$ cat config.mk
export PLATFORM = sky130hd
export DESIGN_NAME = freq_div_prog
export DESIGN_NICKNAME = d
export VERILOG_FILES = /design/src/rtl/freq_div_prog_pkg.sv /design/src/rtl/freq_div_negcap.sv /design/src/rtl/freq_div_prog.sv
export SDC_FILE = /design/constraint.sdc
export NUM_CORES = 1
export LEC_CHECK = 0
export ABC_AREA = 0
export CAP_MARGIN = 20
export CORE_MARGIN = 2
export CORE_UTILIZATION = 40
export CTS_CLUSTER_DIAMETER = 80
export DETAILED_ROUTE_END_ITERATION = 12
export DONT_BUFFER_PORTS = 1
export HOLD_SLACK_MARGIN = 0.03
export PLACE_DENSITY_LB_ADDON = 0.05
export SLEW_MARGIN = 20
export SYNTH_ARGS = -nofsm -noshare
export SYNTH_HDL_FRONTEND = slang
export SYNTH_SLANG_ARGS = --single-unit
$ cat constraint.sdc
create_clock -name clk -period 4 [get_ports clk]
set_clock_uncertainty 0.1 [all_clocks]
set_input_delay 0.6 -clock clk [delete_from_list [all_inputs] [get_ports clk]]
set_output_delay 0.6 -clock clk [all_outputs]
set_load 0.01 [all_outputs]
$ cat src/rtl/freq_div_prog_pkg.sv
// Shared definitions for the programmable clock divider: FSM state
// encoding and the smallest divisor the block accepts.
package freq_div_prog_pkg;

    typedef enum logic {
        ST_IDLE = 1'b0,
        ST_RUN  = 1'b1
    } state_e;

    localparam int unsigned MIN_DIV = 2;

endpackage

$ cat src/rtl/freq_div_negcap.sv
// Falling-edge capture flop used to stretch the high phase by half a clk
// for odd divisors.
//   clk : divider clock (captures on the falling edge)
//   rst : asynchronous active-high reset, clears the flop
//   d_i : posedge-domain level to capture
//   q_o : d_i delayed to the next falling edge
module freq_div_negcap
    import freq_div_prog_pkg::*;
(
    input  logic clk,
    input  logic rst,
    input  logic d_i,
    output logic q_o
);

    logic q_q;

    always_ff @(negedge clk or posedge rst) begin
        if (rst) q_q <= 1'b0;
        else     q_q <= d_i;
    end

    assign q_o = q_q;

endmodule

$ cat src/rtl/freq_div_prog.sv
// Programmable clock divider: clk_out = clk/N with a 50% duty cycle for
// even N and a half-clk-balanced duty for odd N. New divisors requested
// while running are held until the current period ends.
//   clk     : divider clock (both edges used)
//   rst     : asynchronous active-high reset
//   en      : run request, honoured at period boundaries
//   load    : one-cycle request to take div_in as the new divisor
//   div_in  : requested divisor (valid when >= 2)
//   clk_out : divided clock
//   tick    : one-clk pulse on the edge that starts each period
//   div_cur : divisor in effect
//   pend    : a loaded divisor is waiting for the period boundary
//   err     : one-clk pulse for a load with div_in < 2
module freq_div_prog
    import freq_div_prog_pkg::*;
#(
    parameter int unsigned W       = 8,
    parameter int unsigned DEF_DIV = 3
) (
    input  logic         clk,
    input  logic         rst,
    input  logic         en,
    input  logic         load,
    input  logic [W-1:0] div_in,
    output logic         clk_out,
    output logic         tick,
    output logic [W-1:0] div_cur,
    output logic         pend,
    output logic         err
);

    state_e         state_q,    state_d;
    logic [W-1:0]   cnt_q,      cnt_d;
    logic           q_pos_q,    q_pos_d;
    logic           tick_q,     tick_d;
    logic           err_q,      err_d;
    logic [W-1:0]   div_cur_q,  div_cur_d;
    logic           pend_q,     pend_d;
    logic [W-1:0]   pend_div_q, pend_div_d;
    logic           q_neg;
    logic [W-1:0]   half_c;
    logic           load_ok_c;
    logic           wrap_c;

    // ceil(N/2) without needing a W+1 bit intermediate
    assign half_c    = (div_cur_q >> 1) + W'(div_cur_q[0]);
    assign load_ok_c = load && (div_in >= W'(MIN_DIV));
    assign wrap_c    = (cnt_q == div_cur_q - W'(1));

    // Next-state logic
    always_comb begin
        state_d    = state_q;
        cnt_d      = cnt_q;
        q_pos_d    = q_pos_q;
        tick_d     = 1'b0;
        err_d      = load && !load_ok_c;
        div_cur_d  = div_cur_q;
        pend_d     = pend_q;
        pend_div_d = pend_div_q;

        case (state_q)
            ST_IDLE: begin
                cnt_d   = '0;
                q_pos_d = 1'b0;
                // Idle is a period boundary: a held divisor takes effect now,
                // and a fresh load overrides it directly.
                if (pend_q) begin
                    div_cur_d = pend_div_q;
                    pend_d    = 1'b0;
                end
                if (load_ok_c) begin
                    div_cur_d = div_in;
                    pend_d    = 1'b0;
                end
                // Start edge behaves as count 0 of a new period
                if (en) begin
                    state_d = ST_RUN;
                    cnt_d   = W'(1);
                    q_pos_d = 1'b1;
                    tick_d  = 1'b1;
                end
            end
            ST_RUN: begin
                q_pos_d = (cnt_q < half_c);
                tick_d  = (cnt_q == '0);
                if (wrap_c) begin
                    cnt_d = '0;
                    if (pend_q) begin
                        div_cur_d = pend_div_q;
                        pend_d    = 1'b0;
                    end
                    if (!en) state_d = ST_IDLE;
                end else begin
                    cnt_d = cnt_q + W'(1);
                end
                // Applied after the boundary update so a load on the wrap
                // edge becomes the next pending value
                if (load_ok_c) begin
                    pend_div_d = div_in;
                    pend_d     = 1'b1;
                end
            end
            default: state_d = ST_IDLE;
        endcase
    end

    // State registers
    always_ff @(posedge clk or posedge rst) begin
        if (rst) begin
            state_q    <= ST_IDLE;
            cnt_q      <= '0;
            q_pos_q    <= 1'b0;
            tick_q     <= 1'b0;
            err_q      <= 1'b0;
            div_cur_q  <= W'(DEF_DIV);
            pend_q     <= 1'b0;
            pend_div_q <= W'(DEF_DIV);
        end else begin
            state_q    <= state_d;
            cnt_q      <= cnt_d;
            q_pos_q    <= q_pos_d;
            tick_q     <= tick_d;
            err_q      <= err_d;
            div_cur_q  <= div_cur_d;
            pend_q     <= pend_d;
            pend_div_q <= pend_div_d;
        end
    end

    freq_div_negcap u_negcap (
        .clk (clk),
        .rst (rst),
        .d_i (q_pos_q),
        .q_o (q_neg)
    );

    // Odd divisors AND in the half-clk delayed copy to balance the duty
    assign clk_out = div_cur_q[0] ? (q_pos_q & q_neg) : q_pos_q;
    assign tick    = tick_q;
    assign err     = err_q;
    assign div_cur = div_cur_q;
    assign pend    = pend_q;

endmodule

======== Word-level counts from Yosys, hierarchy flattened ========
Cells that the tools add are included.
storage, ports and cells
  output and inout port bits .............. 12
  logic and storage cells ................. 40
  bits of input ports ..................... 12
  flip-flop bits (word level) ............. 30
operators by class
  bitwise gates (word level) .............. 2
  add/subtract/negate cells ............... 3
  magnitude comparators ................... 2
  reduce and logical (&&, ||, !) cells .... 5
  multiplexer cells ....................... 16
  eq/ne operators ......................... 3
operators by type and width
  kind                                                                count
  2-to-1 mux 8 bit                                                    4
  one-hot mux 8 bit (2 select lines)                                  2
  adder 7 x 1 -> 8 bit                                                1
  adder 8 x 1 -> 8 bit (second input constant)                        1
  == test 8 bit                                                       1
  greater-or-equal comparator 8 x 2 -> 1 bit (second input constant)  1
  zero test 8 bit                                                     1
  less-than comparator 8 bit                                          1
  one-hot mux 1 bit (2 select lines)                                  4
  subtractor 8 x 1 -> 8 bit (second input constant)                   1
  2-to-1 mux 1 bit                                                    6
  != test 3 x 1 -> 1 bit (second input constant)                      1
  logical AND 1 bit                                                   2
  != test 2 x 1 -> 1 bit (second input constant)                      1
  AND reduction 2 bit                                                 1
  AND 1 bit                                                           1
  zero test 1 bit                                                     1
  inverter 1 bit                                                      1

======== Longest topological paths before layout ========
Gate-level depths: netlist of the first run.
  depth in word-level cells ............... 5
  gate-level depth with buffers ........... 9

======== Cells and area by module ========
From an unflattened synthesis of the first run, not the netlist that was laid out.
unflattened totals
  cells, all modules ...................... 172
  area total of the unflattened synthesis .. 1878.1 um^2
by module, submodules not included
  module           times used  area an instance (um^2)  seq. area each (um^2)  cells an instance
  freq_div_prog    1           1849.3                   730.7                  170
  freq_div_negcap  1           28.8                     25.0                   2

==> results.md, run 1 <==
- Fillers: approximately 430
- Maximum capacitance violations: 0
- GPL Wtd Cong: between 0.8 and 0.9
- Synthesized area per cell: roughly 11 um2
- Area Growth Syn to Fin: 7.210%
- Final Hold Vio Count: 0
- Cell Rows: 24
- Status: complete, no violations
- WP data arrival: ~2.8 ns
- Flop and latch count out of synthesis: 30
- Vias per cell: about 5.7
- First-pass GRT wire length: roughly 6700 um
- Setup Buffers After CTS: 0
- Sequential area share after synthesis: approximately 40%
- Final ANT Viol Nets: 0
- Rel. slew slack: 48.69%
- Reg2reg path depth: 6
- GRT overflow: 0
- Overall routing resource usage: about 17%
- DRT Pass-1 Iters: 4
- Placeable Area: ~4400 um2
- Port bufs: 0
- Total CTS buffers: 5
- Wirelength per Cell: around 18 um
- Worst Setup End Kind: output pin
- Peak fanout along the critical path: 1
- Min Hold Slack: 0.2936 ns
- H-tree Lvls: 2
- Nets: a little under 200
- Wirelength, routed: between 4000 and 5000 um
- Clock buffer depth: 2
- CP Cell Sequence: o21a_1
- Power per cell area: between 700 and 800 nW/um2
- Diode count: 0
- Worst Path Buf+Inv: 0
- Top cell type by total area after synthesis: dfrtp_1
- Chip Height: 72.45 um
- Post-Syn Area: ~1900 um2
- Worst path top cell family by delay: flip-flops
- Clk_lat worst skew: approximately 0.28 ns
- Post-Synthesis Net Count: ~200
- Worst vdd ir: between 0.0002 and 0.0003 V
- Synth Instances: about 170
- CTS tree: yes
- Initial antenna violation count: 0
- Top post-synthesis cells by area: dfrtp_1 (33%), ha_1 (8.0%), dfstp_2 (5.6%)
- CP Data Required Time: roughly 3.3 ns
- Number of global-route vias before repair: ~1300
- RSZ-0062 raised after global routing: false
- Crit path largest cell delay: 0.38 ns
- Clk slew on worst S/H paths: around 0.060 ns
- Slowest stage cell, crit path: dfrtn_1
- DIE AREA: between 5000 and 6000 um2
- Root buffer cell: clkbuf_8
- Iteration-0 DRC Markers: 32
- Worst-Margin Slew: roughly 0.77 ns
- Levels on crit path: 1
- Leak: approximately 0.83 nW
- Residual DRC: 0
- Worst Setup Start Kind: register
- I/O pin cnt: 24
- TritonCTS Sinks: 30
- Synth unique cells: 46
- Post-CTS sizing: 0
- Final TNS setup: 0 ns
- Hpwl dp: 3068 um
- Share of cells above drive strength 1: about 18%
- Syn. warnings: 0
- Crit path kind: register to output pin
- Die width: 72.45 um
- Fin. max-slew vios: 0
- Initial core utilization: 42.17%
- Hold Path Class: primary input to async pin
- Vias: ~1300
- # hold bufs at CTS: 0
- Finish-stage setup viols: 0
- Yosys top cell area share: between 30% and 40%
- Largest net degree at the start of global routing: 30
==> per-layer routing <==
metal | global-route usage (%) | part of all wire [%]
met1 | 21.37 | 46
met2 | 28.54 | 47
met3 | 5.000 | 4.9
met4 | 7.202 | 2.3
met5 | 0 | 0
==> report_power, final <==
part / leakage (nW) / internal (mW) / switching, mW / total, mW
Sequential: 0.346 / 0.416 / 0.235 / 0.651
Clock: 0.0455 / 0.140 / 0.109 / 0.249
Combinational: 0.439 / 0.355 / 0.342 / 0.696
==> Yosys cell counts, drive strengths merged <==
cell type	n
a2111oi	1
a211oi	1
a21boi	1
a21oi	2
a221oi	1
a2bb2oi	7
a31o	1
a41o	1
and2	1
and3	5
buf	4
clkbuf	2
dfrtn	1
dfrtp	25
dfstp	4
ha	12
inv	8
mux2	8
mux2i	8
nand2	4
nand2b	9
nand3	10
nand4	1
nor2	10
nor3	2
nor3b	1
nor4	1
o21a	3
o21ai	4
o21ba	1
o2bb2a	1
o31a	1
o41ai	2
or2	1
or3	2
or4	3
xnor2	11
xor2	11
==> state kept, by name (all words and copies together) (netlist names) <==
signal	count
u_negcap.q_o	1
div_cur	8
q_pos_q	1
tick	1
pend	1
pend_div_q	8
err	1
state_q	1
cnt_q	8
==> worst paths after layout <==
check	start	endpoint	slack, ns
worst min register to register	pend_div_q[5]	pend_div_q[5]	0.40
min in group clk	en	state_q	0.32
worst max-delay path	u_negcap.q_o	clk_out	0.47
max in group asynchronous	rst	u_negcap.q_o	1.77
worst max register to register	div_cur[3]	div_cur[7]	1.22
worst min-delay path	rst	err	0.29
==> per-stage QoR <==
stage	power, mW	instance area [um2]	instances	util (%)	worst slack, ns
after global placement	1.313	1919	219	43.19	0.7737
after detailed placement	1.352	1919	219	43.19	0.7867
final	1.596	2009	227	45.21	0.4736
after floorplan	1.183	1874	171	-	0.7583
after global routing	1.727	2009	227	45.21	0.4433
after CTS	1.612	2009	227	45.21	0.4681
==> worst register-to-register path, stage by stage (launching register included) <==
cell	delay [ns]
dfrtp_1	0.53
or3_1	0.43
or3_4	0.41
a2111oi_4	0.42
nand4_4	0.20
nand2_2	0.33
o2bb2a_1	0.26
==> layout make-up <==
cell class	instances	area, um2	area share [%]
sequential	30	755.7	37.61
timing repair buffer	2	15.01	0.7472
multi-input combinational	127	1054	52.43
inverter	8	30.03	1.494
tap	52	65.06	3.238
clock buffer	8	90.09	4.483
==> kinds of logic (layout without fill, tap and decap cells) <==
group | count (synthesis) | count (layout) | share of synthesized area [%]
simple gates | 50 | 50 | 15.62
flops | 30 | 30 | 40.32
compound gates | 27 | 27 | 13.22
xor+xnor | 22 | 22 | 10.28
mux | 16 | 16 | 9.079
buf+inv | 14 | 18 | 3.471
fa+ha+maj | 12 | 12 | 8.010
==> cell usage in the layout (no fill, tap or decap), types with 4 or more instances in the layout <==
cell type / Yosys / layout
dfrtp_1: 25 / 25
ha_1: 12 / 12
xor2_1: 11 / 11
xnor2_1: 11 / 11
nor2_1: 10 / 10
nand3_1: 10 / 10
nand2b_1: 9 / 9
mux2_2: 8 / 8
inv_1: 8 / 8
mux2i_1: 8 / 8
a2bb2oi_1: 6 / 6
clkbuf_8: 0 / 6
o21ai_0: 4 / 4
dfstp_2: 4 / 4
Note: power is estimated with default switching activity, not from simulation.
==> run 2: changes to the inputs <==
--- a/config.mk
+++ b/config.mk
@@ -14,7 +14,6 @@
 export DONT_BUFFER_PORTS = 1
 export HOLD_SLACK_MARGIN = 0.03
 export PLACE_DENSITY_LB_ADDON = 0.05
-export SLEW_MARGIN = 20
 export SYNTH_ARGS = -nofsm -noshare
 export SYNTH_HDL_FRONTEND = slang
 export SYNTH_SLANG_ARGS = --single-unit
==> constraint.sdc (replaced) <==
create_clock -name clk -period 4 [get_ports clk]
set_clock_uncertainty 0.1 [all_clocks]
set_input_delay 0.8 -clock clk [delete_from_list [all_inputs] [get_ports clk]]
set_output_delay 0.8 -clock clk [all_outputs]
set_load 0.01 [all_outputs]
==> run 2 against run 1 <==
Net effect:
- critical path type unchanged
- die area did not move
- first-iteration DRC count rose by 63%
- critical endpoint unchanged
- core utilization rose by 0.11 points
- clock power barely moved
- highest routed layer unchanged
- worst setup slack got worse by 0.19 ns
- worst hold slack improved by 0.10 ns
==> results.md, run 2 (synthesized netlist as in run 1, its figures left out) <==
- Status: complete, no violations (unchanged)
- Placeable Area: 4444 um2 (unchanged)
- GRT overflow: 0 (unchanged)
- Min Hold Slack: 0.3978 ns (was 0.2936 ns)
- Most common cell after layout, fill and taps aside: dfrtp_1 (unchanged)
- Peak fanout along the critical path: 1 (unchanged)
- Worst Setup Start Kind: register (unchanged)
- DIE AREA: 5249 um2 (unchanged)
- Fin util: 45.33% (was 45.21%)
- Largest net degree at the start of global routing: 30 (unchanged)
- Diode count: 0 (unchanged)
- Wirelength per Cell: 17.04 um (was 18.14 um)
- R2r startpoint: div_cur[3] (unchanged)
- CTS tree: yes (unchanged)
- Worst Path Buf+Inv: 0 (unchanged)
- Pre-CTS WS: 0.5867 ns (was 0.7867 ns)
- Residual DRC: 0 (unchanged)
- Final Hold Vio Count: 0 (unchanged)
- Finish-stage setup viols: 0 (unchanged)
- Area Growth Syn to Fin: 7.477% (was 7.210%)
- Final cell count without fillers: 227 (unchanged)
- Worst-Margin Slew: 0.7092 ns (was 0.7668 ns)
- Iteration-0 DRC Markers: 52 (was 32)
- Share of cells above drive strength 1: 18.86% (was 17.71%)
- Cell Rows: 24 (unchanged)
- Root buffer cell: clkbuf_8 (unchanged)
- Clk slew on worst S/H paths: 0.06 ns (about the same)
- Chip Height: 72.45 um (unchanged)
- Initial antenna violation count: 0 (unchanged)
- Commonest non-fill, non-tap cells in the layout: dfrtp_1 (25), ha_1 (12), xor2_1 (11), xnor2_1 (11) (unchanged)
- Nets: 198 (unchanged)
- I/O pin cnt: 24 (unchanged)
- TritonCTS Sinks: 30 (unchanged)
- Overall routing resource usage: 16.80% (was 17.35%)
- Worst vdd ir: 0.0003008 V (was 0.0002929 V)
- Port bufs: 0 (unchanged)
- GPL Wtd Cong: 0.7966 (was 0.8036)
- Clock buffer depth: 2 (unchanged)
- Leak: 0.8321 nW (was 0.8304 nW)
- H-tree Lvls: 2 (unchanged)
- DRT Pass-1 Iters: 4 (unchanged)
- # hold bufs at CTS: 0 (unchanged)
- WP data arrival: 2.82 ns (was 2.83 ns)
- Initial core utilization: 42.17% (unchanged)
- CP Data Required Time: 3.10 ns (was 3.30 ns)
- Cell count after placement: 219 (unchanged)
- Fillers: 433 (was 429)
- Setup ws final: 0.2795 ns (was 0.4736 ns)
- First-pass GRT wire length: 6658 um (was 6720 um)
- CP Cell Sequence: o21a_1 (unchanged)
- Power per cell area: 781.0 nW/um2 (was 794.4 nW/um2)
- Final TNS setup: 0 ns (unchanged)
- Tot Pwr: 1.573 mW (was 1.596 mW)
- Hold Path Class: register to register (was primary input to async pin)
- Worst path top cell family by delay: flip-flops (unchanged)
- Post-CTS sizing: 0 (unchanged)
- Final ANT Viol Nets: 0 (unchanged)
- Worst Setup End Kind: output pin (unchanged)
- Hpwl dp: 2967 um (was 3068 um)
- Total CTS buffers: 5 (unchanged)
- Crit path largest cell delay: 0.38 ns (about the same)
- Vias: 1238 (was 1305)
- Final Cell Area: 2014 um2 (was 2009 um2)
- Worst Setup SP: u_negcap.q_o (unchanged)
- Fin. max-slew vios: 0 (unchanged)
- RSZ-0062 raised after global routing: false (unchanged)
- Rel. slew slack: 52.55% (was 48.69%)
- Min-delay src: pend_div_q[5]
- Slowest stage cell, crit path: dfrtn_1 (unchanged)
- Setup Buffers After CTS: 0 (unchanged)
- Crit path kind: register to output pin (unchanged)
- Number of global-route vias before repair: 1368 (was 1329)
- Die width: 72.45 um (unchanged)
- Wirelength, routed: 3867 um (was 4117 um)
- Vias per cell: 5.454 (was 5.749)
- Placed Area: 1919 um2 (unchanged)
- Maximum capacitance violations: 0 (unchanged)
- Clk_lat worst skew: 0.28 ns (about the same)
==> run 2: cell count changes in the layout (fill, tap and decap cells not counted) <==
cell,change
clkbuf_1,-2
clkinv_2,+1
clkinvlp_4,+1
==> run 2: report_power, final <==
part	switching [mW]	internal, mW
registers	0.232	0.416
logic	0.324	0.351
clock network	0.111	0.138
total	0.668	0.906
==> run 2: area by class of cell <==
class / count / area (um2) / area share (%)
multi-input cells: 127 / 1054 / 52.30
inverters: 8 / 30.03 / 1.491
clock inverters: 2 / 12.51 / 0.6211
repair buffers: 2 / 15.01 / 0.7453
well taps: 52 / 65.06 / 3.230
flip-flops and latches: 30 / 755.7 / 37.52
clock buffers: 6 / 82.58 / 4.099
==> run 2: worst paths after layout <==
check,end,slack [ns],cells past startpoint
hold / removal,pend_div_q[5],0.40,1
max in group asynchronous,u_negcap.q_o,1.57,1
setup / recovery,clk_out,0.28,1
hold reg to reg,pend_div_q[5],0.40,1
min in group asynchronous,tick,0.49,2
setup reg to reg,div_cur[7],1.18,6
==> run 2: per-layer routing <==
metal	GRT usage (%)	share of wire (%)	up-vias	routed length [um]
li1	-	-	615	-
met1	21.13	46	596	1777
met2	27.32	48	21	1859
met3	5.278	4.6	6	178
met4	5.967	1.3	0	51
met5	0	0	-	0
